[config.mk]
export PLATFORM = sky130hd
export DESIGN_NAME = weight_bias_merge
export DESIGN_NICKNAME = d
export VERILOG_FILES = /design/src/rtl/weight_bias_merge_pkg.sv /design/src/rtl/weight_bias_merge_axis_out_reg.sv /design/src/rtl/weight_bias_merge.sv
export SDC_FILE = /design/constraint.sdc
export NUM_CORES = 1
export LEC_CHECK = 0
export BUFFER_PORTS_ARGS = -buffer_cell sky130_fd_sc_hd__buf_2
export CORE_MARGIN = 4
export CORE_UTILIZATION = 30
export CTS_BUF_LIST = sky130_fd_sc_hd__clkbuf_4 sky130_fd_sc_hd__clkbuf_8
export CTS_CLUSTER_SIZE = 14
export DETAILED_ROUTE_END_ITERATION = 12
export GPL_TIMING_DRIVEN = 1
export PLACE_DENSITY = 0.54
export SLEW_MARGIN = 20
export SYNTH_ARGS = -nofsm -noshare
export SYNTH_HDL_FRONTEND = slang
export SYNTH_SLANG_ARGS = --single-unit
[constraint.sdc]
create_clock -name clk -period 9.4 [get_ports clk]
set_input_delay 0.47 -clock clk [delete_from_list [all_inputs] [get_ports clk]]
set_output_delay 0.47 -clock clk [all_outputs]
set_load 0.05 [all_outputs]
[src/rtl/weight_bias_merge_pkg.sv]
// Shared definitions for the weight/bias merge and separator pair.
// Holds the state encodings, the default beat-size shifts and the PS source tag.
// Both blocks import this package, so the two config words frame a transfer the same way in each block.
package weight_bias_merge_pkg;

    // Config word0 bit 31 carries the source tag; only PS-sourced transfers move data.
    localparam logic PS = 1'b1;

    // Bytes-to-beats conversion applied to the two config words.
    localparam int BIAS_SHIFT_DEF   = 2;
    localparam int WEIGHT_SHIFT_DEF = 3;

    typedef enum logic [1:0] {
        WBM_CFG0   = 2'd0,
        WBM_CFG1   = 2'd1,
        WBM_BIAS   = 2'd2,
        WBM_WEIGHT = 2'd3
    } wbm_state_t;

endpackage

[src/rtl/weight_bias_merge_axis_out_reg.sv]
// Single-entry registered AXI-Stream slice (data, valid, last); reusable for the separator outputs.
// Latency: 1 cycle from an accepted input beat to out_vld.
// Backpressure: load_en = ~out_vld | out_rdy; a stalled beat holds data/valid/last until taken.
// Ports: clk/rst; in_vld/in_dat/in_last are loaded when load_en is high;
//        out_vld/out_rdy/out_dat/out_last form the downstream stream.
module weight_bias_merge_axis_out_reg #(
    parameter int DATA_W = 128
) (
    input  logic              clk,
    input  logic              rst,
    input  logic              in_vld,
    input  logic [DATA_W-1:0] in_dat,
    input  logic              in_last,
    output logic              load_en,
    output logic              out_vld,
    input  logic              out_rdy,
    output logic [DATA_W-1:0] out_dat,
    output logic              out_last
);

    assign load_en = ~out_vld | out_rdy;

    always_ff @(posedge clk) begin
        if (rst) begin
            out_vld  <= 1'b0;
            out_dat  <= '0;
            out_last <= 1'b0;
        end else if (load_en) begin
            out_vld <= in_vld;
            if (in_vld) begin
                out_dat  <= in_dat;
                out_last <= in_last;
            end
        end
    end

endmodule

[src/rtl/weight_bias_merge.sv]
// Merges a bias stream then a weight stream into one AXI-Stream, sized by a two-word config header.
// Latency: 1 cycle from an input handshake to m_axis_wb_tvalid; 1 beat/cycle when downstream is ready.
// Backpressure: input tready follows the output slice's load enable; stalled beats are held stable.
// Ports: s_axis_wbconfig_* (word0 = {source, bias_size}, word1 = weight_size), s_axis_bias_*,
//        s_axis_weight_*, m_axis_wb_* (merged output with tlast), status_wbm = {2'b00, state}.
module weight_bias_merge
    import weight_bias_merge_pkg::*;
#(
    parameter int DATA_W       = 128,
    parameter int CFG_W        = 32,
    parameter int BIAS_SHIFT   = BIAS_SHIFT_DEF,
    parameter int WEIGHT_SHIFT = WEIGHT_SHIFT_DEF
) (
    input  logic              clk,
    input  logic              rst,
    input  logic              s_axis_wbconfig_tvalid,
    output logic              s_axis_wbconfig_tready,
    input  logic [CFG_W-1:0]  s_axis_wbconfig_tdata,
    input  logic              s_axis_bias_tvalid,
    output logic              s_axis_bias_tready,
    input  logic [DATA_W-1:0] s_axis_bias_tdata,
    input  logic              s_axis_weight_tvalid,
    output logic              s_axis_weight_tready,
    input  logic [DATA_W-1:0] s_axis_weight_tdata,
    output logic              m_axis_wb_tvalid,
    input  logic              m_axis_wb_tready,
    output logic [DATA_W-1:0] m_axis_wb_tdata,
    output logic              m_axis_wb_tlast,
    output logic [3:0]        status_wbm
);

    wbm_state_t        cs, ns;
    logic              src;
    logic [CFG_W-2:0]  bias_beats;
    logic [CFG_W-1:0]  weight_beats;
    logic [CFG_W-1:0]  cnt;
    logic [CFG_W-1:0]  cnt_inc;
    logic [CFG_W-1:0]  cfg_weight_beats;

    logic              load_en;
    logic              cfg_hs, bias_hs, weight_hs;
    logic              bias_done, weight_done;
    logic              beat_vld, beat_last;
    logic [DATA_W-1:0] beat_dat;

    assign s_axis_wbconfig_tready = ~rst & ((cs == WBM_CFG0) | (cs == WBM_CFG1));
    assign s_axis_bias_tready     = ~rst & load_en & (cs == WBM_BIAS);
    assign s_axis_weight_tready   = ~rst & load_en & (cs == WBM_WEIGHT);

    assign cfg_hs    = s_axis_wbconfig_tvalid & s_axis_wbconfig_tready;
    assign bias_hs   = s_axis_bias_tvalid & s_axis_bias_tready;
    assign weight_hs = s_axis_weight_tvalid & s_axis_weight_tready;

    assign cnt_inc          = cnt + 1'b1;
    assign bias_done        = (cnt_inc == {1'b0, bias_beats});
    assign weight_done      = (cnt_inc == weight_beats);
    assign cfg_weight_beats = s_axis_wbconfig_tdata >> WEIGHT_SHIFT;

    // The last bias beat closes the transfer only when no weight beats follow.
    assign beat_vld  = bias_hs | weight_hs;
    assign beat_dat  = bias_hs ? s_axis_bias_tdata : s_axis_weight_tdata;
    assign beat_last = bias_hs ? (bias_done & (weight_beats == '0)) : weight_done;

    always_comb begin
        ns = cs;
        case (cs)
            WBM_CFG0: begin
                if (cfg_hs) ns = WBM_CFG1;
            end
            WBM_CFG1: begin
                // Decide on the incoming word1 directly so no idle cycle is spent in CFG1.
                if (cfg_hs) begin
                    if (src != PS)                ns = WBM_CFG0;
                    else if (bias_beats != '0)    ns = WBM_BIAS;
                    else if (cfg_weight_beats != '0) ns = WBM_WEIGHT;
                    else                          ns = WBM_CFG0;
                end
            end
            WBM_BIAS: begin
                if (bias_hs && bias_done)
                    ns = (weight_beats != '0) ? WBM_WEIGHT : WBM_CFG0;
            end
            WBM_WEIGHT: begin
                if (weight_hs && weight_done) ns = WBM_CFG0;
            end
            default: ns = WBM_CFG0;
        endcase
    end

    always_ff @(posedge clk) begin
        if (rst) begin
            cs           <= WBM_CFG0;
            src          <= 1'b0;
            bias_beats   <= '0;
            weight_beats <= '0;
            cnt          <= '0;
        end else begin
            cs <= ns;
            if (cfg_hs && cs == WBM_CFG0) begin
                src        <= s_axis_wbconfig_tdata[CFG_W-1];
                bias_beats <= s_axis_wbconfig_tdata[CFG_W-2:0] >> BIAS_SHIFT;
            end
            if (cfg_hs && cs == WBM_CFG1)
                weight_beats <= cfg_weight_beats;
            if (bias_hs)
                cnt <= bias_done ? '0 : cnt_inc;
            else if (weight_hs)
                cnt <= weight_done ? '0 : cnt_inc;
        end
    end

    weight_bias_merge_axis_out_reg #(
        .DATA_W (DATA_W)
    ) u_out_reg (
        .clk      (clk),
        .rst      (rst),
        .in_vld   (beat_vld),
        .in_dat   (beat_dat),
        .in_last  (beat_last),
        .load_en  (load_en),
        .out_vld  (m_axis_wb_tvalid),
        .out_rdy  (m_axis_wb_tready),
        .out_dat  (m_axis_wb_tdata),
        .out_last (m_axis_wb_tlast)
    );

    assign status_wbm = {2'b00, cs};

endmodule

* Word level (Yosys, flattened, before mapping)
Cells that the tools add are included.
Word-level totals: flip-flop bits (word level) 223, bits in latches 0, RAM bits 0, ROM bits 0, logic and storage cells 58, memories 0
Cells by class: $add $sub $neg 1, multiply operators 0, divide/modulo/power cells 0, $lt $le $gt $ge 0, eq/ne operators 9, shift operators 0, muxes and demuxes 15, bitwise operators 13, reduce and logical (&&, ||, !) cells 12
Operators with widths (count):
- 2-to-1 mux 128 bit | 1
- 2-to-1 mux 32 bit | 4
- equality test 32 x 29 -> 1 bit | 2
- nonzero test 32 bit | 2
- adder 32 x 1 -> 32 bit, second input constant | 1
- logical NOT 32 bit | 1
- nonzero test 31 bit | 1
- 2-to-1 mux 2 bit | 8
- AND 1 bit | 8
- one-hot mux 2 bit (4 select lines) | 1
- equality test 2 bit, second input constant | 2
- logical AND 1 bit | 4
- inequality test 2 x 1 -> 1 bit, second input constant | 2
- inequality test 2 bit, second input constant | 2
- AND reduction 4 bit | 1
- bitwise OR 1 bit | 3
- equality test 2 x 1 -> 1 bit, second input constant | 1
- logical NOT 2 bit | 1
- NOT 1 bit | 2
- AND reduction 2 bit | 1
- nonzero test 2 bit | 1
- 2-to-1 mux 1 bit | 1

* Depth between registers and ports, before layout
Gate-level depths: netlist of run 1.
depth in word-level cells 8, depth in mapped cells 16, depth with buffers taken out 11

* Hierarchy
From an unflattened synthesis of run 1, not the netlist that was laid out.
Second synthesis, totals: cells, all modules 1648, area, all modules 13753.2 um2
By module, submodules not included:
- weight_bias_merge | times used 1, cells an instance 1056, area an instance 8170.3 um2, sequential area each 1861.8 um2
- weight_bias_merge_axis_out_reg | times used 1, cells an instance 592, area an instance 5582.9 um2, sequential area each 2602.5 um2

* Worst setup path after synthesis of run 1
No wires, ideal clock.
path type reg-to-reg, start point register cs[1], end point register cnt[8], library setup time 120 ps, arrival time 4481 ps, required time 9280 ps, slack 4799 ps, cell stages (with the launch flop) 14, buffers on the path 3, clock period less this slack 4601 ps, path through dfxtp_1 -> inv_1 -> nor4_1 -> o311ai_0 -> a311oi_1 -> nand4_1 -> nor3_1 -> and4_1 -> buf_6 -> or3_4 -> buf_6 -> buf_6 -> nor2_1 -> a211o_1
On the way: longest elaborated chain between the ends 4, elaborated cells on any way between the ends 8, classes of those cells eq/ne: 2; mux: 1; bitwise: 4; reduce/logical: 1
Ends and longest elaborated chain:
- from (decl) | line weight_bias_merge.sv:32 | wbm_state_t cs, ns;
- from (signal assigned) | line weight_bias_merge.sv:98 | cs <= ns;
- equality test 2 bit (*) | line weight_bias_merge.sv:47 | assign s_axis_bias_tready = ~rst & load_en & (cs == WBM_BIAS);
- AND 1 bit (*) | line weight_bias_merge.sv:47
- named net s_axis_bias_tready | line weight_bias_merge.sv:20 | output logic s_axis_bias_tready,
- AND 1 bit (*) | line weight_bias_merge.sv:51 | assign bias_hs = s_axis_bias_tvalid & s_axis_bias_tready;
- 2-to-1 mux 32 bit / nonzero test 2 bit (equally long branches)
- to (signal assigned) | line weight_bias_merge.sv:106 | cnt <= bias_done ? '0 : cnt_inc;
- to (signal assigned) | line weight_bias_merge.sv:108 | cnt <= weight_done ? '0 : cnt_inc;
- to (decl) | line weight_bias_merge.sv:36 | logic [CFG_W-1:0] cnt;
Mark *: on every way through the listed nets, which the timed path passes. The rest lies on a longest branch. A chain may end at the register's enable or synchronous reset.

* Final worst setup path of run 1
start point register cnt[7], end point register cnt[2]
On the way: longest elaborated chain between the ends 5, elaborated cells on any way between the ends 7, classes of those cells add/sub: 1; eq/ne: 2; mux: 4
Ends and longest elaborated chain:
- adder 32 x 1 -> 32 bit (*) | line weight_bias_merge.sv:54 | assign cnt_inc = cnt + 1'b1;
- equality test 32 x 29 -> 1 bit | line weight_bias_merge.sv:56 | assign weight_done = (cnt_inc == weight_beats);
- 2-to-1 mux 32 bit | line weight_bias_merge.sv:108
- 2-to-1 mux 32 bit | line weight_bias_merge.sv:107 | else if (weight_hs)
- 2-to-1 mux 32 bit (*) | line weight_bias_merge.sv:105 | if (bias_hs)
Every way passes the cells marked *; elsewhere a longest branch is shown, timed or not. The select of a mux whose other input is x is not followed.

==> impl_metrics.toml, run 1 <==
[floorplan]
die_w_um = 204
row_count = 71
start_util_pct = 30.5
io_pins = 431
die_y_um = 204
coreArea_um2 = 37800
die-area_um2 = 41700

[logic_synthesis]
syn-cell-area_um2 = 11600
yosysTopAreaCell = "dfxtp_1"
synthCells = 1533
synth-warning-count = 0
synthTopCellsByArea = "dfxtp_1, nand2_1, a311oi_1, nor2_1, a21oi_1"
async_reset_ff_share_pct = 0
synth_edf_count = 0
seq_area_frac_synth_pct = 38.6
ys_seq_elements = 223
ys_types = 77
synth_top_area_share_pct = 38.6
syn_area_per_cell_um2 = 7.54
synth_flop_cell = "dfxtp_1"

[place]
dp_cells = 2349
port_buffers = 426
gp_congestion = 0.929
place_ws_ns = 4.62
post_dp_cell_area_um2 = 13900
hpwlAfterDp_um = 37800

[clock_tree]
clockBufferDepth = 3
numCtsBuffers = 44
root_buffer = "clkbuf_8"
clock_latency_ns = 0.59
cts_setup_buffers = 0
cts_tree = "done"
htree_levels = 2
cts.clk_slew.worst_paths_ns = 0.06
postCtsHoldBufs = 0
ctsResizeCount = 0
clock-sinks = 223

[sta]
hold_ws_ns = 0.140
setup_slack_ns = 4.55
relSlewSlack_pct = 31.5
fin_skew_ns = 0.0207
finalSetupViolations = 0
max_freq_ghz = 0.206
fin_crit_sh_pct = 51.5
post-route-min-period_ns = 4.85
slew_viol_final = 0
tightest_slew_ns = 1.02
hold_viol = 0
rsz0062_at_grt = "no"
tns_ns = 0

[detailed_routing]
first_iter_violations = 959
wl_um = 51300
via_per_inst = 5.29
avgRoutedWirePerCell_um = 21.0
route.antenna.remaining_nets = 0
drc_errors = 0
drt_pass1_iterations = 5
route.vias.total = 12900

[final_layout]
drive_gt1_share_pct = 28.3
finalNetCount = 2179
utilization_pct = 39.3
final_cells = 2443
final_cell_area_um2 = 14900
area_growth_pct = 28.7

[setup_path]
cp_cell_sequence = "nand4_1 -> or4_4 -> nor4_4 -> a31oi_1 -> or4_1 -> nor4_1 -> and4_1 -> or3_4 -> nor3b_1 -> a211o_1"
endpoint_kind = "flip-flop"
cp_slowest_cell = "or4_4"
cp_max_fo = 30
reg2regPathDepth = 10
slowest_delay_ns = 0.75
worstSetupStartpointType = "flip-flop"
critPathKind = "flip-flop to flip-flop"
r2r_setup_slack_ns = 4.55
cp.required_ns = 9.86
cp_data_arrival_time_ns = 5.30

[min_path]
min_path_type = "primary input to flip-flop"
min_path_cells = 3

[grt]
grt_usage_pct = 23.1
grt_pass1_wl_um = 75200
first_global_vias = 12400
grt_max_degree = 216
gr-total-overflow = 0
antenna_found_initial = 23

[pwr]
power_mw = 2.28
leakage_nw = 6.04
powerDensity_nw_per_um2 = 153
ir_drop_v = 0.0000846

[flow_run]
drv_cap = 0

[outcome]
outcome = "finished, final reports clean"
[synthesized netlist by cell type (all sizes together), types with 10 or more instances]
master and count:
o21ai 14, nand3 26, buf 30, a311oi 132
nand2 427, xor2 14, nor3 25, dfxtp 223
a21oi 82, clkbuf 101, nor4 39, or4 10
inv 13, xnor2 34, nand4 29, and3 16
nor2 175
[placed cells by master (no fill, tap or decap), drive strengths merged, types with 10 or more instances in the layout]
cell	synthesis	layout
a21oi	82	82
a311oi	132	132
and3	16	16
buf	30	435
clkbuf	101	66
dfxtp	223	223
diode	0	16
inv	13	13
nand2	427	427
nand3	26	26
nand4	29	29
nor2	175	175
nor3	25	25
nor4	39	39
o21ai	14	14
or4	10	10
xnor2	34	34
xor2	14	14
[metal layers]
metal	GRT usage [%]	share of wire, %	vias to the layer above
li1	-	-	6206
met1	29.6	42	6144
met2	36.8	47	455
met3	7.27	8.1	101
met4	8.21	2.7	10
met5	0	0.12	-
[registers in the layout (all words and copies together) (netlist names)]
signal / cells
cnt: 32
cs: 2
u_out_reg.out_last: 1
src: 1
weight_beats: 29
bias_beats: 29
u_out_reg.out_dat: 128
u_out_reg.out_vld: 1
[logic make-up (layout without fill, tap and decap cells)]
group / Yosys count / in the layout / share of synthesized area (%)
buffers and inverters: 144 / 526 / 5.37
xor gates and xnor gates: 50 / 50 / 4.04
and+or+nand+nor: 799 / 799 / 31.6
muxes: 1 / 1 / 0.0974
DFF: 223 / 223 / 38.6
adders and majority gates: 1 / 1 / 0.108
AOI/OAI and AO/OA: 314 / 314 / 20.2
other: 1 / 18 / 0.0324
[final cells by class]
type / count / area [um^2]
sequential: 223 / 4460
clock buffer: 66 / 815
fill: 4110 / 23000
tap: 511 / 639
timing repair buffer: 435 / 2230
multi-input combinational: 1167 / 6500
antenna: 16 / 40.0
clock inverter: 12 / 140
inverter: 13 / 48.8
[path summary, 6_finish.rpt]
kind | end | from
worst max-delay path | cnt[2] | cnt[7]
worst min register to register | u_out_reg.out_dat[45] | u_out_reg.out_dat[45]
worst min-delay path | u_out_reg.out_dat[32] | s_axis_weight_tdata[32]
worst max register to register | cnt[2] | cnt[7]
[where the power goes]
part	total [mW]	internal, mW	switching, mW
clock network	1.09	0.636	0.454
registers	0.987	0.961	0.0264
logic	0.199	0.0874	0.112
total	2.28	1.68	0.592
[worst max-delay path: cells and delay by family, from the launching register on]
kind | cells | cell delay [ns]
AND/OR/NAND/NOR | 8 | 3.68
AO/OA/AOI/OAI | 2 | 0.44
flip-flops | 1 | 0.57
No activity file was read; power rests on OpenSTA's default activity.
==> inputs of run 2 (changes only) <==
==> constraint.sdc (replaced) <==
create_clock -name clk -period 4.7 [get_ports clk]
set_input_delay 0.235 -clock clk [delete_from_list [all_inputs] [get_ports clk]]
set_output_delay 0.235 -clock clk [all_outputs]
set_load 0.05 [all_outputs]
==> run 2 against run 1 <==
  * Via count is 11% higher
  * Global-route usage is 2.4 points higher
  * Sequential share of layout area is 5.0 points lower
  * Wire length is 8.4% higher
  * Sequential cell count stayed put
  * Critical path type unchanged
==> impl_metrics.toml, run 2 (synthesized netlist as in run 1, its figures left out) <==
[final_layout]
final_cell_area_um2 = 17900
num-fill-cells = 3910
finalNetCount = 2490
final_common_cell = "buf_2"
area_growth_pct = 54.5
largest_reg_flops = 128
final_cell_mix = "buf_2, nand2_1, dlygate4sd3_1, dfxtp_1, nor2_1"
top_register = "u_out_reg.out_dat"
drive_gt1_share_pct = 25.6
utilization_pct = 47.2
largestRegisters = "u_out_reg.out_dat: 128 flops, cnt: 32 flops"

[grt]
grt_pass1_wl_um = 84200
first_global_vias = 14300
grt_usage_pct = 25.6
grt_max_degree = 214
antenna_found_initial = 16
gr-total-overflow = 0

[sta]
fin_crit_sh_pct = 88.3
tns_ns = 0
hold_ws_ns = 0.0295
max_freq_ghz = 0.241
tightest_slew_ns = 1.09
rsz0062_at_grt = "no"
relSlewSlack_pct = 27.3
hold_viol = 0
post-route-min-period_ns = 4.15
fin_skew_ns = 0.0294
finalSetupViolations = 0
slew_viol_final = 0

[setup_path]
cp.required_ns = 5.22
endpoint_kind = "flip-flop"
critPathKind = "flip-flop to flip-flop"
cp_max_fo = 10
cp_data_arrival_time_ns = 4.67
slowest_delay_ns = 0.78
cp_slowest_cell = "nor2_1"
worstSetupStartpointType = "flip-flop"
cp_cell_sequence = "ha_1 -> and3_1 -> nand2_4 -> or4_4 -> a32o_1 -> o22ai_2 -> nor4_1 -> and4_1 -> nor2_1 -> o21ai_0 -> a21oi_1"

[place]
port_buffers = 426
hpwlAfterDp_um = 38800
post_dp_cell_area_um2 = 14100
gp_congestion = 0.933

[detailed_routing]
dr_wl_met2_um = 26700
wl_um = 55600
first_iter_violations = 1115
drc_errors = 0
highest_layer = "met5"
met3_length_um = 4510
via_per_inst = 5.23
route.antenna.remaining_nets = 0
route.vias.total = 14400
avgRoutedWirePerCell_um = 20.2
drt_pass1_iterations = 5
met1_length_um = 22700

[clock_tree]
clockBufferDepth = 3
cts_setup_buffers = 0
numCtsBuffers = 44
clock-sinks = 223
htree_levels = 2
cts.clk_slew.worst_paths_ns = 0.06
root_buffer = "clkbuf_8"
cts_tree = "done"
clock_latency_ns = 0.60
ctsResizeCount = 0

[floorplan]
die-area_um2 = 41700
row_count = 71
die_w_um = 204
io_pins = 431
start_util_pct = 30.5
die_y_um = 204
coreArea_um2 = 37800

[pwr]
leakage_nw = 7.68
power_mw = 4.54
powerDensity_nw_per_um2 = 254
ir_drop_v = 0.000158

[min_path]
min_path_type = "primary input to flip-flop"

[outcome]
outcome = "finished, final reports clean"

[flow_run]
drv_cap = 0
==> run 2: cell count changes in the layout (fill, tap and decap cells not counted), sizes merged <==
| cell | before | now |
|---|---|---|
| buf | 435 | 462 |
| diode | 16 | 13 |
| bufinv | 3 | 0 |
| clkinv | 7 | 6 |
| clkbuf | 66 | 70 |
| dlygate4sd3 | 0 | 284 |
==> run 2: per-stage QoR <==
step	cells	worst slack, ns
2_1_floorplan	1534	0.0992
3_3_place_gp	2376	0.616
3_5_place_dp	2376	0.575
4_1_cts	2738	0.584
5_1_grt	2747	0.265
6_report	2751	0.548
==> run 2: what timing repair did <==
action,4_1_cts,5_1_grt
hold buffers,284,0
setup endpoints to repair,0,0
hold endpoints to repair,189,0
==> run 2: worst max-delay path: cells and delay by family, from the launching register on <==
kind	cells	cell delay (ns)
DFF	1	0.47
adders and majority gates	1	0.35
and+or+nand+nor	6	2.28
AOI/OAI and AO/OA	4	1.00
==> run 2: path summary, 6_finish.rpt <==
check,from,to,slack (ns),cells past startpoint
worst min-delay path,s_axis_bias_tdata[116],u_out_reg.out_dat[116],0.03,3
worst max-delay path,cnt[0],cnt[20],0.55,11
worst min register to register,u_out_reg.out_dat[45],u_out_reg.out_dat[45],0.49,2
worst max register to register,cnt[0],cnt[20],0.55,11
==> run 2: layout make-up <==
| cell class | count | area (um^2) | area share [%] |
|---|---|---|---|
| antenna | 13 | 32.5 | 0.182 |
| clock buffer | 70 | 851 | 4.76 |
| clock inverter | 8 | 45.0 | 0.252 |
| inverter | 13 | 48.8 | 0.273 |
| multi-input combinational | 1167 | 6500 | 36.4 |
| sequential | 223 | 4460 | 25.0 |
| tap | 511 | 639 | 3.58 |
| timing repair buffer | 746 | 5280 | 29.5 |
==> run 2: report_power, final <==
group          internal, mW  total [mW]  switching [mW]  leakage [nW]
Combinational         0.269       0.529           0.260          5.40
Sequential             1.92        1.97          0.0453          1.80
Clock                  1.14        2.04           0.900         0.481
Total                  3.33        4.54            1.21          7.68
==> run 2: layer usage <==
| metal | vias up | GRT usage (%) |
|---|---|---|
| met5 | - | 0 |
| met4 | 12 | 9.12 |
| met3 | 112 | 6.74 |
| met2 | 581 | 42.0 |
| met1 | 6861 | 32.5 |
| li1 | 6822 | - |
